===== config.mk =====
export PLATFORM = sky130hd
export DESIGN_NAME = dpram_burst_reader
export DESIGN_NICKNAME = d
export VERILOG_FILES = /design/src/rtl/dpram_burst_reader_pkg.sv /design/src/rtl/dpram_burst_reader_burst_skid_fifo.sv /design/src/rtl/dpram_burst_reader.sv
export SDC_FILE = /design/constraint.sdc
export NUM_CORES = 1
export LEC_CHECK = 0
export BUFFER_PORTS_ARGS = -buffer_cell sky130_fd_sc_hd__buf_2
export CORE_MARGIN = 2
export CORE_UTILIZATION = 58
export CTS_CLUSTER_SIZE = 12
export DETAILED_ROUTE_END_ITERATION = 7
export GPL_ROUTABILITY_DRIVEN = 0
export MAX_ROUTING_LAYER = met4
export PLACE_DENSITY = 0.8
export SYNTH_ARGS = -nofsm -noshare
export SYNTH_HDL_FRONTEND = slang
export SYNTH_SLANG_ARGS = --single-unit
export TNS_END_PERCENT = 1

===== constraint.sdc =====
create_clock -name clock -period 2.6 [get_ports clock]
set_input_delay 0 -clock clock [delete_from_list [all_inputs] [get_ports clock]]
set_output_delay 0 -clock clock [all_outputs]
set_load 0.005 [all_outputs]

===== src/rtl/dpram_burst_reader_pkg.sv =====
// Shared definitions for the dual-port RAM burst reader.
//   state_e    : controller states (idle, issuing reads, draining the buffer, completion pulse)
//   BUF_DEPTH  : entries in the output skid buffer
//   len_width  : width of the burst length, one bit wider than the address so that a
//                full-RAM burst (2^ADDR_WIDTH words) can be expressed
package dpram_burst_reader_pkg;

    typedef enum logic [1:0] {
        StIdle,
        StRun,
        StDrain,
        StDone
    } state_e;

    localparam int unsigned BUF_DEPTH = 4;

    function automatic int unsigned len_width(input int unsigned addr_width);
        return addr_width + 1;
    endfunction

endpackage


===== src/rtl/dpram_burst_reader_burst_skid_fifo.sv =====
// Flop-based synchronous FIFO that absorbs consumer backpressure behind the RAM read pipe.
// Ports:
//   clock, reset_n : clock and asynchronous active-low reset
//   push, push_data: write one entry (must not be asserted while full)
//   pop            : remove the head entry (must not be asserted while empty)
//   head_data      : current head entry, all zeros after reset
//   empty, count   : occupancy status
module burst_skid_fifo
    import dpram_burst_reader_pkg::*;
#(
    parameter int unsigned WIDTH = 9,
    parameter int unsigned DEPTH = BUF_DEPTH
) (
    input  logic                         clock,
    input  logic                         reset_n,
    input  logic                         push,
    input  logic [WIDTH-1:0]             push_data,
    input  logic                         pop,
    output logic [WIDTH-1:0]             head_data,
    output logic                         empty,
    output logic [$clog2(DEPTH+1)-1:0]   count
);

    localparam int unsigned PW = $clog2(DEPTH);
    localparam int unsigned CW = $clog2(DEPTH + 1);
    localparam logic [CW-1:0] FULL = CW'(DEPTH);

    logic [WIDTH-1:0] mem_q [DEPTH];
    logic [PW-1:0]    wr_ptr_q;
    logic [PW-1:0]    rd_ptr_q;
    logic [CW-1:0]    count_q;

    // Pointers wrap naturally; DEPTH is a power of two.
    always_ff @(posedge clock or negedge reset_n) begin
        if (!reset_n) begin
            mem_q    <= '{default: '0};
            wr_ptr_q <= '0;
            rd_ptr_q <= '0;
            count_q  <= '0;
        end else begin
            if (push) begin
                mem_q[wr_ptr_q] <= push_data;
                wr_ptr_q        <= wr_ptr_q + PW'(1);
            end
            if (pop) begin
                rd_ptr_q <= rd_ptr_q + PW'(1);
            end
            if (push && !pop) begin
                count_q <= count_q + CW'(1);
            end else if (!push && pop) begin
                count_q <= count_q - CW'(1);
            end
        end
    end

    always_comb begin
        head_data = mem_q[rd_ptr_q];
        empty     = (count_q == '0);
        count     = count_q;
    end

    // The issue credit rule upstream guarantees a free slot for every returning read.
    overflow_chk: assert property (@(posedge clock) disable iff (!reset_n)
        push |-> (count_q != FULL));

endmodule


===== src/rtl/dpram_burst_reader.sv =====
// Read-side initiator for one port of a single-clock dual-port RAM with a 1-cycle registered
// read. Issues sequential reads from start_addr for length words and returns them as a
// valid/ready stream with a last marker.
// Ports:
//   clock, reset_n      : clock shared with the RAM, asynchronous active-low reset
//   start, start_addr,
//   length              : burst request, sampled only while busy is low
//   busy, done          : burst in progress / one-cycle completion pulse
//   mem_address         : RAM read address (write enable of that port is tied low outside)
//   mem_rddata          : RAM read data, valid one cycle after the address
//   out_valid, out_data,
//   out_last, out_ready : output stream
module dpram_burst_reader
    import dpram_burst_reader_pkg::*;
#(
    parameter int unsigned DATA_WIDTH = 8,
    parameter int unsigned ADDR_WIDTH = 7
) (
    input  logic                                clock,
    input  logic                                reset_n,
    input  logic                                start,
    input  logic [ADDR_WIDTH-1:0]               start_addr,
    input  logic [len_width(ADDR_WIDTH)-1:0]    length,
    output logic                                busy,
    output logic                                done,
    output logic [ADDR_WIDTH-1:0]               mem_address,
    input  logic [DATA_WIDTH-1:0]               mem_rddata,
    output logic                                out_valid,
    output logic [DATA_WIDTH-1:0]               out_data,
    output logic                                out_last,
    input  logic                                out_ready
);

    localparam int unsigned LEN_W = len_width(ADDR_WIDTH);
    localparam int unsigned CNT_W = $clog2(BUF_DEPTH + 1);

    state_e             state_q;
    logic [ADDR_WIDTH-1:0] addr_q;
    logic [LEN_W-1:0]   rem_issue_q;
    logic [LEN_W-1:0]   rem_out_q;
    logic               inflight_q;
    logic               inflight_last_q;
    logic               busy_q;
    logic               done_q;

    logic [CNT_W-1:0]   fifo_count;
    logic [CNT_W-1:0]   pending;
    logic               fifo_empty;
    logic [DATA_WIDTH:0] fifo_head;
    logic               issue;
    logic               pop;

    // A read may only issue if its word is guaranteed a buffer slot, counting the word
    // already in flight; a same-cycle pop is deliberately not credited.
    always_comb begin
        pending   = fifo_count + CNT_W'(inflight_q);
        issue     = (state_q == StRun) && (rem_issue_q != '0) &&
                    (pending <= CNT_W'(BUF_DEPTH - 1));
        out_valid = !fifo_empty;
        pop       = out_valid && out_ready;
        out_data  = fifo_head[DATA_WIDTH-1:0];
        out_last  = out_valid && fifo_head[DATA_WIDTH];
        busy      = busy_q;
        done      = done_q;
        // The address register is presented directly so the RAM samples it in the issue cycle.
        mem_address = addr_q;
    end

    always_ff @(posedge clock or negedge reset_n) begin
        if (!reset_n) begin
            state_q         <= StIdle;
            addr_q          <= '0;
            rem_issue_q     <= '0;
            rem_out_q       <= '0;
            inflight_q      <= 1'b0;
            inflight_last_q <= 1'b0;
            busy_q          <= 1'b0;
            done_q          <= 1'b0;
        end else begin
            inflight_q      <= issue;
            inflight_last_q <= issue && (rem_issue_q == LEN_W'(1));
            done_q          <= 1'b0;
            if (issue) begin
                addr_q      <= addr_q + ADDR_WIDTH'(1);
                rem_issue_q <= rem_issue_q - LEN_W'(1);
            end
            if (pop) begin
                rem_out_q <= rem_out_q - LEN_W'(1);
            end
            unique case (state_q)
                // A start during the completion cycle is accepted like one in idle.
                StIdle, StDone: begin
                    if (start) begin
                        addr_q      <= start_addr;
                        rem_issue_q <= length;
                        rem_out_q   <= length;
                        if (length == '0) begin
                            state_q <= StDone;
                            busy_q  <= 1'b0;
                            done_q  <= 1'b1;
                        end else begin
                            state_q <= StRun;
                            busy_q  <= 1'b1;
                        end
                    end else begin
                        state_q <= StIdle;
                        busy_q  <= 1'b0;
                    end
                end
                StRun: begin
                    if (issue && (rem_issue_q == LEN_W'(1))) begin
                        state_q <= StDrain;
                    end
                end
                StDrain: begin
                    if (pop && (rem_out_q == LEN_W'(1))) begin
                        state_q <= StDone;
                        busy_q  <= 1'b0;
                        done_q  <= 1'b1;
                    end
                end
                default: begin
                    state_q <= StIdle;
                    busy_q  <= 1'b0;
                end
            endcase
        end
    end

    burst_skid_fifo #(
        .WIDTH (DATA_WIDTH + 1),
        .DEPTH (BUF_DEPTH)
    ) u_fifo (
        .clock     (clock),
        .reset_n   (reset_n),
        .push      (inflight_q),
        .push_data ({inflight_last_q, mem_rddata}),
        .pop       (pop),
        .head_data (fifo_head),
        .empty     (fifo_empty),
        .count     (fifo_count)
    );

endmodule

==> metrics.md, run 1 <==
| Metric | Value |
|---|---|
| Status | `completed` |
| PwrDens | `1180 mW/mm²` |
| CP delay by family, top | `simple AND/OR/NAND/NOR gates` |
| Layout area overhead | `21.0%` |
| Largest family of logic cells by synthesized area | `multiplexers` |
| Hold path endpoint | `state_q[1]` |
| Drt initial violations | `99` |
| Bufs and invs on worst path | `0` |
| Crit path cell chain | `ha_1 > ha_1 > xnor2_1 > o311ai_4 > or4_1 > a31oi_1` |
| CTS HTree Levels | `3` |
| Worst EP arrival | `2.63 ns` |
| Register share of total power | `between 40% and 50%` |
| Fmax | `422 MHz` |
| Max Cap Viol | `0` |
| Die width | `83.2 µm` |
| Post-CTS Hold Buffers | `25` |
| PostCTS Resize Cnt | `0` |
| Number of synthesized flops with an enable pin | `0` |
| Post-route ant nets | `0` |
| Yosys warning total | `0` |
| Worst stage delay on the critical path | `around 0.53 ns` |
| Setup CP Type | `reg2reg` |
| Clock power frac | `~17%` |
| Seq/Total Area, Yosys | `49.5%` |
| CP Capture Type | `register` |
| Drt via density | `between 5 and 6` |
| Worst r2r dst | `mem_address[6]` |
| Setup TNS Final | `0 ns` |
| Combinational fraction of design power | `41.9%` |
| Least-Margin Pin Slew | `0.877 ns` |
| Max VDD drop | `0.655 mV` |
| Worst Hold Path Cells | `4` |
| Initial Util | `60.7%` |
| WL final | `7170 µm` |
| Die area | `approximately 0.007 mm²` |
| Cells after synthesis | `295` |
| Synth Net Count | `338` |
| Die Y | `83.2 µm` |
| Launch point of the worst hold path | `start` |
| # setup viols final | `0` |
| Post CTS Setup Buffer Count | `0` |
| Startpoint types | `register` |
| DR vias | `between 2,000 and 3,000` |
| Final hold violations | `0` |
| Antenna violations before repair | `0` |
| Post-synthesis adder-cell area fraction | `~5.7%` |
| CP max-delay cell | `or4_1` |
| Tmin final | `around 2.4 ns` |
| Critical Path Fanout Max | `15` |
| Post-synthesis mux area share | `17.4%` |
| Num ports | `46` |
| Syn_area_per_cell | `12.3 µm²` |
| CTS Buf Count | `9` |
| Final period utilization | `91.2%` |
| Root buffer cell | `clkbuf_8` |
| Post-synthesis xor/xnor area fraction | `4.51%` |
| Initial DRT Pass Iterations | `4` |
| Hold WC Path Type | `in2reg` |
| Switching power | `1860 µW` |
| Total grt overflow | `0` |
| Clock transition at path regs | `0.07 ns` |
| Core area | `0.00599 mm²` |
| Switching Fraction | `35.9%` |
| CTS tree | `built` |
| Vias in the first global route | `2,557` |
| Compound-Gate Fraction of Synth Area | `9.53%` |
| Rows | `28` |
| Final core utilization | `between 70 and 80%` |
| Worst setup margin | `about 0.23 ns` |
| Max-slew violation total from the final report | `0` |
| Worst reg2reg startpoint | `inflight_q` |
| P_int | `~3300 µW` |
| Slew headroom | `40.8%` |
| Worst slack, placed | `~0.25 ns` |
| Critical Path RT | `2.86 ns` |
| First-pass GRT wire length | `12,400 µm` |
| Nets | `414` |
| Share of cells above drive strength 1 | `between 30% and 40%` |
| Drt drc | `0` |
| Diodes inserted | `0` |
| Clock skew | `approximately 0.008 ns` |
| Share of synthesized registers carrying an async set or reset | `100%` |
| Worst-Skew Late Latency | `0.33 ns` |
| Post-Synthesis Cell Area | `0.00364 mm²` |
| Leak pwr | `0.00190 µW` |
| RSZ-0062 raised after global routing | `false` |
| Buffers on Ports | `45` |
| CTS Buffer Depth | `2` |
| R2R depth | `6` |
| Count of cell types in the netlist | `45` |
| Primary FF master, synth | `dfrtp_1` |
| Most frequent CP cell | `ha_1` |
| Largest net degree at the start of global routing | `47` |
| #FFs+latches synth | `72` |
| Total global-route track usage | `23.1%` |
| Clk sink count | `72` |
| Routed WL per cell | `about 16 µm` |
| Reg2reg setup slack | `0.23 ns` |
| Simple-gate share of the synthesized area | `10.6%` |
| Placed wire-length estimate | `5050 µm` |
[Yosys cell counts, types with 2 or more instances]
library cell	number	area share (%)
and2_1	2	0.34
a31oi_1	11	1.9
o311ai_0	2	0.48
nor3_1	3	0.41
mux2_2	37	11
ha_1	15	5.2
nor2b_1	2	0.34
or3_1	5	0.86
o21ai_0	3	0.41
nand2_1	16	1.7
xnor2_2	2	0.89
nand3_1	6	0.83
or2_2	4	0.69
nor4_1	5	0.86
mux4_2	9	5.6
o21ai_1	3	0.41
inv_1	11	1.1
nor2_1	16	1.7
a21oi_1	11	1.5
xor2_1	5	1.2
o31ai_1	7	1.4
nand2b_1	2	0.34
or4_1	9	1.9
clkbuf_1	7	0.72
xnor2_1	10	2.4
buf_1	2	0.21
dfrtp_1	72	50
[routing by layer]
| metal | vias up | GRT usage, % | wire length, µm |
|---|---|---|---|
| met4 | 0 | 8.49 | 153 |
| met2 | 54 | 37.9 | 3660 |
| met5 | - | - | 0 |
| met1 | 1250 | 28.8 | 3120 |
| met3 | 14 | 4.08 | 240 |
| li1 | 1228 | - | - |
[worst reg2reg max path, stage by stage, from the launching register on]
cell      delay (ns)
dfrtp_1         0.48
ha_1            0.26
ha_1            0.21
xnor2_1         0.36
o311ai_4        0.30
or4_1           0.53
a31oi_1         0.17
[cell type report]
type                    instances  area (µm²)
multi-input cells             200        1740
repair buffers                 76         520
flip-flops and latches         72        1800
well taps                      75        93.8
clock buffers                  13         159
fillers                       399        1590
inverters                      12        47.5
clock inverters                 3        40.0
[cells by family after synthesis]
| logic type | Yosys count |
|---|---|
| compound gates | 47 |
| xor+xnor | 17 |
| fa+ha+maj | 16 |
| buf+inv | 23 |
| flops | 72 |
| mux | 47 |
| simple gates | 73 |
[through the flow]
stage	hold WS [ns]	power (µW)	std cells	instance area, µm²
after global routing	0.104	5610	451	4400
final	0.0795	5200	451	4400
after global placement	0.0212	4170	410	3950
after detailed placement	0.0294	4310	410	3950
after floorplan	-0.296	3660	295	3640
after CTS	0.0689	5250	451	4400
[flip-flops by register name, summed over array words and instances, names as in the netlist, 2 cells and up]
signal           count
u_fifo.mem_q        36
state_q              2
rem_issue_q          8
mem_address          7
rem_out_q            8
u_fifo.rd_ptr_q      2
u_fifo.count         3
u_fifo.wr_ptr_q      2
[power groups by stage]
| stage | sequential, µW | combinational, µW | clock, µW |
|---|---|---|---|
| 2_1_floorplan | 1950 | 1700 | 0 |
| 3_3_place_gp | 2100 | 2070 | 0 |
| 5_1_grt | 2210 | 2440 | 962 |
| 4_1_cts | 2140 | 2200 | 907 |
| 6_report | 2140 | 2180 | 885 |
| 3_5_place_dp | 2150 | 2160 | 0 |
[worst max path at each step]
| stage | start | endpoint | cells after the start |
|---|---|---|---|
| after global placement | inflight_q | mem_address[6] | 6 |
| after global routing | inflight_q | mem_address[6] | 6 |
| after floorplan | u_fifo.count[2] | u_fifo.count[2] | 8 |
| final | inflight_q | mem_address[6] | 6 |
| after detailed placement | inflight_q | mem_address[6] | 6 |
| after CTS | inflight_q | mem_address[6] | 6 |
[cell usage in the layout (no fill, tap or decap), types with 5 or more instances in the layout]
cell,synthesis,layout
dfrtp_1,72,72
buf_2,1,45
mux2_2,37,37
dlygate4sd3_1,0,25
nand2_1,16,16
nor2_1,16,16
ha_1,15,15
inv_1,11,11
a31oi_1,11,11
a21oi_1,11,11
clkbuf_8,0,11
xnor2_1,10,10
mux4_2,9,9
or4_1,9,9
o31ai_1,7,7
nand3_1,6,6
buf_4,0,6
or3_1,5,5
nor4_1,5,5
xor2_1,5,5
Note: power is estimated with default switching activity, not from simulation.
==> run 2: changes to the inputs <==
- ABC_AREA: unset -> 1
- PLACE_DENSITY: 0.8 -> 0.79
==> run 2 against run 1 <==
Effect of this change: worst setup slack better by 0.24 ns; final cell count is 49% higher; cell area increased by 6.0%; clock skew increased by 0.0025 ns; highest routed layer unchanged.
==> metrics.md, run 2 <==
| Metric | Value |
|---|---|
| CTS tree | `built` |
| Drt via density | `5.23` |
| Post-CTS Hold Buffers | `23` |
| Primary FF master, synth | `dfrtp_1` |
| Biggest regs | `u_fifo.mem_q: 36 flops, rem_issue_q: 8 flops, rem_out_q: 8 flops` |
| CTS Buf Count | `9` |
| Slew headroom | `between 20% and 30%` |
| Most frequent cells in the layout | `nand2_1, dfrtp_1, inv_1, o21ai_0, nor2_1` |
| Crit path cell chain | `inv_1 > nand3_1 > nand2_1 > ha_1 > inv_1 > fa_1 > a21oi_1 > o21ai_0 > xor2_1` |
| Biggest register | `u_fifo.mem_q` |
| Fmax | `470 MHz` |
| CP Capture Type | `register` |
| Clock skew | `0.0103 ns` |
| Routed wl met2 | `4370 µm` |
| Antenna violations before repair | `0` |
| Count of cell types in the netlist | `30` |
| Metal3 WL | `365 µm` |
| Die Y | `between 80 and 90 µm` |
| Total global-route track usage | `between 20% and 30%` |
| Startpoint types | `register` |
| Share of synthesized registers carrying an async set or reset | `100%` |
| Max Cap Viol | `0` |
| Diodes inserted | `0` |
| Buffers on Ports | `45` |
| Post-synthesis xor/xnor area fraction | `2.65%` |
| Post-synthesis adder-cell area fraction | `5.24%` |
| Root buffer cell | `clkbuf_8` |
| Initial Util | `between 50 and 60%` |
| DRT met1 WL | `3910 µm` |
| Max-slew violation total from the final report | `0` |
| Syn_area_per_cell | `approximately 7.7 µm²` |
| Synth Net Count | `560` |
| Commonest cells post-synth | `nand2_1, dfrtp_1, inv_1` |
| Least-Margin Pin Slew | `1.06 ns` |
| Worst EP arrival | `2.35 ns` |
| PostCTS Resize Cnt | `0` |
| RSZ-0062 raised after global routing | `false` |
| Vias in the first global route | `3,254` |
| Hold WC Path Type | `in2reg` |
| Die area | `0.00751 mm²` |
| Placed inst area | `0.00423 mm²` |
| Number of synthesized flops with an enable pin | `0` |
| Worst-Skew Late Latency | `roughly 0.35 ns` |
| Total grt overflow | `0` |
| Worst stage delay on the critical path | `0.45 ns` |
| Finished Cell Area | `0.00467 mm²` |
| Cells after synthesis | `just over 500` |
| Largest net degree at the start of global routing | `49` |
| #FFs+latches synth | `a little over 70` |
| Clock transition at path regs | `around 0.080 ns` |
| Synth area leaders | `dfrtp_1, nand2_1, o21ai_0` |
| CTS Buffer Depth | `2` |
| WL final | `8780 µm` |
| Most frequent CP cell | `inv_1` |
| Final hold violations | `0` |
| Compound-Gate Fraction of Synth Area | `11.2%` |
| Max layer used | `met4` |
| Rows | `30` |
| # setup viols final | `0` |
| Post-Synthesis Cell Area | `between 0.003 and 0.004 mm²` |
| Area leader, netlist | `dfrtp_1` |
| Drt drc | `0` |
| Clk sink count | `72` |
| Largest family of logic cells by synthesized area | `simple AND/OR/NAND/NOR gates` |
| Yosys warning total | `0` |
| Most common cell after layout, fill and taps aside | `nand2_1` |
| Critical Path RT | `between 2 and 3 ns` |
| Routed WL per cell | `13.1 µm` |
| Status | `completed` |
| Nets | `628` |
| Most common cell in the synthesized netlist | `nand2_1` |
| CTS HTree Levels | `3` |
| Simple-gate share of the synthesized area | `26.6%` |
| Initial DRT Pass Iterations | `5` |
| Critical Path Fanout Max | `11` |
| Die width | `86.7 µm` |
| Num ports | `46` |
| Leak pwr | `0.00245 µW` |
| Share of cells above drive strength 1 | `between 10 and 15%` |
| First-pass GRT wire length | `roughly 15,000 µm` |
| Tmin final | `2.13 ns` |
| Reg2reg setup slack | `0.47 ns` |
| Setup CP Type | `reg2reg` |
| Final period utilization | `around four fifths` |
| Post-route ant nets | `0` |
| Yosys top cell area share | `45.5%` |
| Layout area overhead | `17.7%` |
| PwrDens | `1180 mW/mm²` |
| Max reg flops | `36` |
| Post-synthesis mux area share | `0%` |
| Bufs and invs on worst path | `2` |
| Core area | `0.00672 mm²` |
| Placed wire-length estimate | `slightly below 6000 µm` |
| Setup TNS Final | `0 ns` |
| CP max-delay cell | `dfrtp_1` |
| Seq/Total Area, Yosys | `around 45%` |
| Max VDD drop | `0.752 mV` |
| Drt initial violations | `161` |
| DR vias | `3,502` |
| Post CTS Setup Buffer Count | `0` |
| CP delay by family, top | `adder cells` |
==> run 2: path summary, 6_finish.rpt <==
kind	from	to	cells after the start
max	u_fifo.count[0]	u_fifo.count[2]	9
max in group asynchronous	reset_n	inflight_q	3
min in group asynchronous	reset_n	u_fifo.mem_q[6]	2
max reg2reg	u_fifo.count[0]	u_fifo.count[2]	9
min	length[5]	rem_out_q[5]	5
min reg2reg	u_fifo.mem_q[13]	u_fifo.mem_q[13]	2
==> run 2: area by class of cell <==
type | count | area, µm²
clock buffer | 9 | 124
clock inverter | 7 | 78.8
fill | 545 | 2050
inverter | 69 | 259
multi-input combinational | 360 | 1810
sequential | 72 | 1800
tap | 80 | 100
timing repair buffer | 73 | 493
==> run 2: routing by layer <==
metal | global-route usage [%] | vias to the layer above
met1 | 32.0 | 1633
met4 | 8.66 | 0
met3 | 4.57 | 13
met2 | 41.8 | 93
li1 | - | 1763
met5 | - | -
==> run 2: through the flow <==
| stage | setup slack [ns] | instances | hold WS, ns | util, % | total power [µW] |
|---|---|---|---|---|---|
| after floorplan | 0.688 | 517 | -0.296 | - | 3870 |
| after global placement | 0.593 | 631 | 0.252 | 63.0 | 4440 |
| after detailed placement | 0.510 | 631 | 0.254 | 63.0 | 4570 |
| after CTS | 0.485 | 670 | 0.00405 | 69.4 | 5520 |
| after global routing | 0.256 | 670 | 0.0456 | 69.4 | 6020 |
| final | 0.474 | 670 | 0.0183 | 69.4 | 5500 |
==> run 2: where the power goes <==
group          total, µW  switching (µW)  internal (µW)  leakage, µW
clock                903             453            451    0.0000925
combinational       2490            1490           1010      0.00152
sequential          2100             452           1650     0.000840
total               5500            2390           3110      0.00245
==> run 2: cells by family (layout without fill, tap and decap cells) <==
family	count (synthesis)	count (layout)
simple gates	252	252
fa+ha+maj	16	16
flops	72	72
buf+inv	85	158
xor+xnor	12	12
compound gates	80	80
==> run 2: worst reg2reg max path: stages (launching register included) <==
cell and delay (ns):
dfrtp_1 0.45, inv_1 0.08, nand3_1 0.11, nand2_1 0.30, ha_1 0.21, inv_1 0.07, fa_1 0.37, a21oi_1 0.14
o21ai_0 0.12, xor2_1 0.16
==> run 3: changes to the inputs <==
- clock period: 2.6 -> 2.2 ns (I/O delays scaled with it)
==> run 3 against run 2 <==
Effect of this change: worst hold slack got worse by 0.0073 ns; cell area increased by 1.2%; first-iteration DRC count increased by 9.3%; non-clock buffer count decreased by 1; combinational power increased by 18%; final cell count decreased by 0.15%; die area unchanged; largest cell class unchanged; global-route usage increased by 0.59 points; sequential power increased by 19%; clock skew decreased by 0.0034 ns; maximum frequency increased by 9.6%; sequential share of layout area decreased by 0.46 points.
==> metrics.md, run 3 (synthesis results as in run 2) <==
| Metric | Value |
|---|---|
| Largest net degree at the start of global routing | `33` |
| Setup CP Type | `reg2reg` |
| Diodes inserted | `0` |
| Placed inst area | `0.00426 mm²` |
| Most common cell after layout, fill and taps aside | `nand2_1` |
| Placed insts | `631` |
| Num ports | `between 40 and 50` |
| Worst stage delay on the critical path | `between 0.4 and 0.5 ns` |
| Core area | `0.00672 mm²` |
| Post CTS Setup Buffer Count | `0` |
| Max reg flops | `36` |
| Reg2reg setup slack | `between 0.2 and 0.3 ns` |
| Startpoint types | `register` |
| Worst-Skew Late Latency | `0.35 ns` |
| Biggest register | `u_fifo.mem_q` |
| Worst EP arrival | `2.17 ns` |
| Filler instances | `518` |
| Initial DRT Pass Iterations | `5` |
| Post-route ant nets | `0` |
| Max Cap Viol | `0` |
| Share of cells above drive strength 1 | `14.8%` |
| Placed wire-length estimate | `about 5800 µm` |
| Final hold violations | `0` |
| Finished Cell Area | `0.00472 mm²` |
| Clk sink count | `72` |
| Most frequent CP cell | `inv_1` |
| Footprint of the multi-input gates | `0.00181 mm²` |
| WHS | `0.0110 ns` |
| DR vias | `3,485` |
| Layout area overhead | `19.2%` |
| Tmin final | `1.94 ns` |
| Die Y | `approximately 87 µm` |
| Leak pwr | `about 0.0025 µW` |
| Crit path cell chain | `inv_1 > nand3_1 > nand2_1 > ha_1 > inv_1 > fa_1 > a21oi_1 > o21ai_0 > xor2_1` |
| CTS Buffer Depth | `2` |
| Least-Margin Pin Slew | `a little over 0.6 ns` |
| CTS HTree Levels | `3` |
| PwrDens | `1420 mW/mm²` |
| Nets | `627` |
| Biggest regs | `u_fifo.mem_q: 36 flops, rem_issue_q: 8 flops, rem_out_q: 8 flops` |
| Total grt overflow | `0` |
| RSZ-0062 raised after global routing | `false` |
| Initial Util | `59.0%` |
| CTS Buf Count | `9` |
| Max VDD drop | `0.655 mV` |
| Register area | `0.00180 mm²` |
| Antenna violations before repair | `0` |
| Buffers on Ports | `45` |
| Critical Path Fanout Max | `4` |
| Max-slew violation total from the final report | `0` |
| Final period utilization | `about nine tenths` |
| Die area | `~0.0075 mm²` |
| Total global-route track usage | `26.1%` |
| CP Capture Type | `register` |
| Fin cells | `669` |
| # setup viols final | `0` |
| Most frequent cells in the layout | `nand2_1, dfrtp_1, inv_1, o21ai_0, nor2_1` |
| CP max-delay cell | `dfrtp_1` |
| Slew headroom | `59.5%` |
| Die width | `slightly below 90 µm` |
| Setup TNS Final | `0 ns` |
| CP delay by family, top | `adder cells` |
| Vias in the first global route | `~3,200` |
| Clock transition at path regs | `0.08 ns` |
| Drt drc | `0` |
| CTS tree | `built` |
| Final core utilization | `a little over two thirds` |
| Drt initial violations | `approximately 180` |
| Rows | `30` |
| Critical Path RT | `2.43 ns` |
| WL final | `8810 µm` |
| Clock skew | `0.00688 ns` |
| First-pass GRT wire length | `15,000 µm` |
| Bufs and invs on worst path | `2` |
| Root buffer cell | `clkbuf_8` |
| Routed WL per cell | `about 13 µm` |
| Drt via density | `5.21` |
| Hold WC Path Type | `in2reg` |
| Fmax | `515 MHz` |
| Status | `completed` |
-- run 3: worst register-to-register path, delay by kind of cell, from the launching register on --
kind	cells	cell delay, ns
adders and majority gates	2	0.54
buffers and inverters	2	0.15
DFF	1	0.45
xor gates and xnor gates	1	0.16
and+or+nand+nor	2	0.28
AOI/OAI and AO/OA	2	0.25
-- run 3: area by class of cell --
type | instances | area share, %
Tap cell | 80 | 2.12
Timing Repair Buffer | 72 | 10.8
Multi-Input combinational cell | 360 | 38.3
Clock inverter | 7 | 2.54
Sequential cell | 72 | 38.2
Clock buffer | 9 | 2.62
Inverter | 69 | 5.48
-- run 3: power by group --
part | switching, µW | internal, µW | total [µW]
Combinational | 1730 | 1200 | 2930
Clock | 535 | 755 | 1290
Sequential | 537 | 1950 | 2490
-- run 3: final timing paths --
kind | from | end | cells after the start
min reg2reg | u_fifo.mem_q[21] | u_fifo.mem_q[21] | 2
max in group asynchronous | reset_n | u_fifo.count[0] | 3
max reg2reg | u_fifo.count[0] | u_fifo.count[2] | 9
min | length[4] | rem_issue_q[4] | 5
min in group asynchronous | reset_n | u_fifo.mem_q[18] | 2
max | u_fifo.count[0] | u_fifo.count[2] | 9
-- run 3: repair_timing --
item | 4_1_cts | 5_1_grt
setup endpoints to repair | 0 | 0
gates resized for setup | 0 | 0
hold buffers | 22 | 0
hold endpoints to repair | 71 | 0
-- run 3: routing by layer --
layer / vias to the layer above / share of wire (%) / global-route usage [%]
li1: 1758 / - / -
met1: 1634 / 44 / 33.1
met2: 79 / 51 / 43.0
met3: 14 / 3.9 / 5.24
met4: 0 / 1.2 / 6.82
met5: - / 0 / -
-- run 3: per-stage QoR --
step / setup slack, ns / total power, µW
floorplan: 0.288 / 4570
global placement: 0.272 / 5260
detailed placement: 0.218 / 5390
CTS: 0.203 / 6710
global route: 0.0803 / 7360
finish: 0.260 / 6710
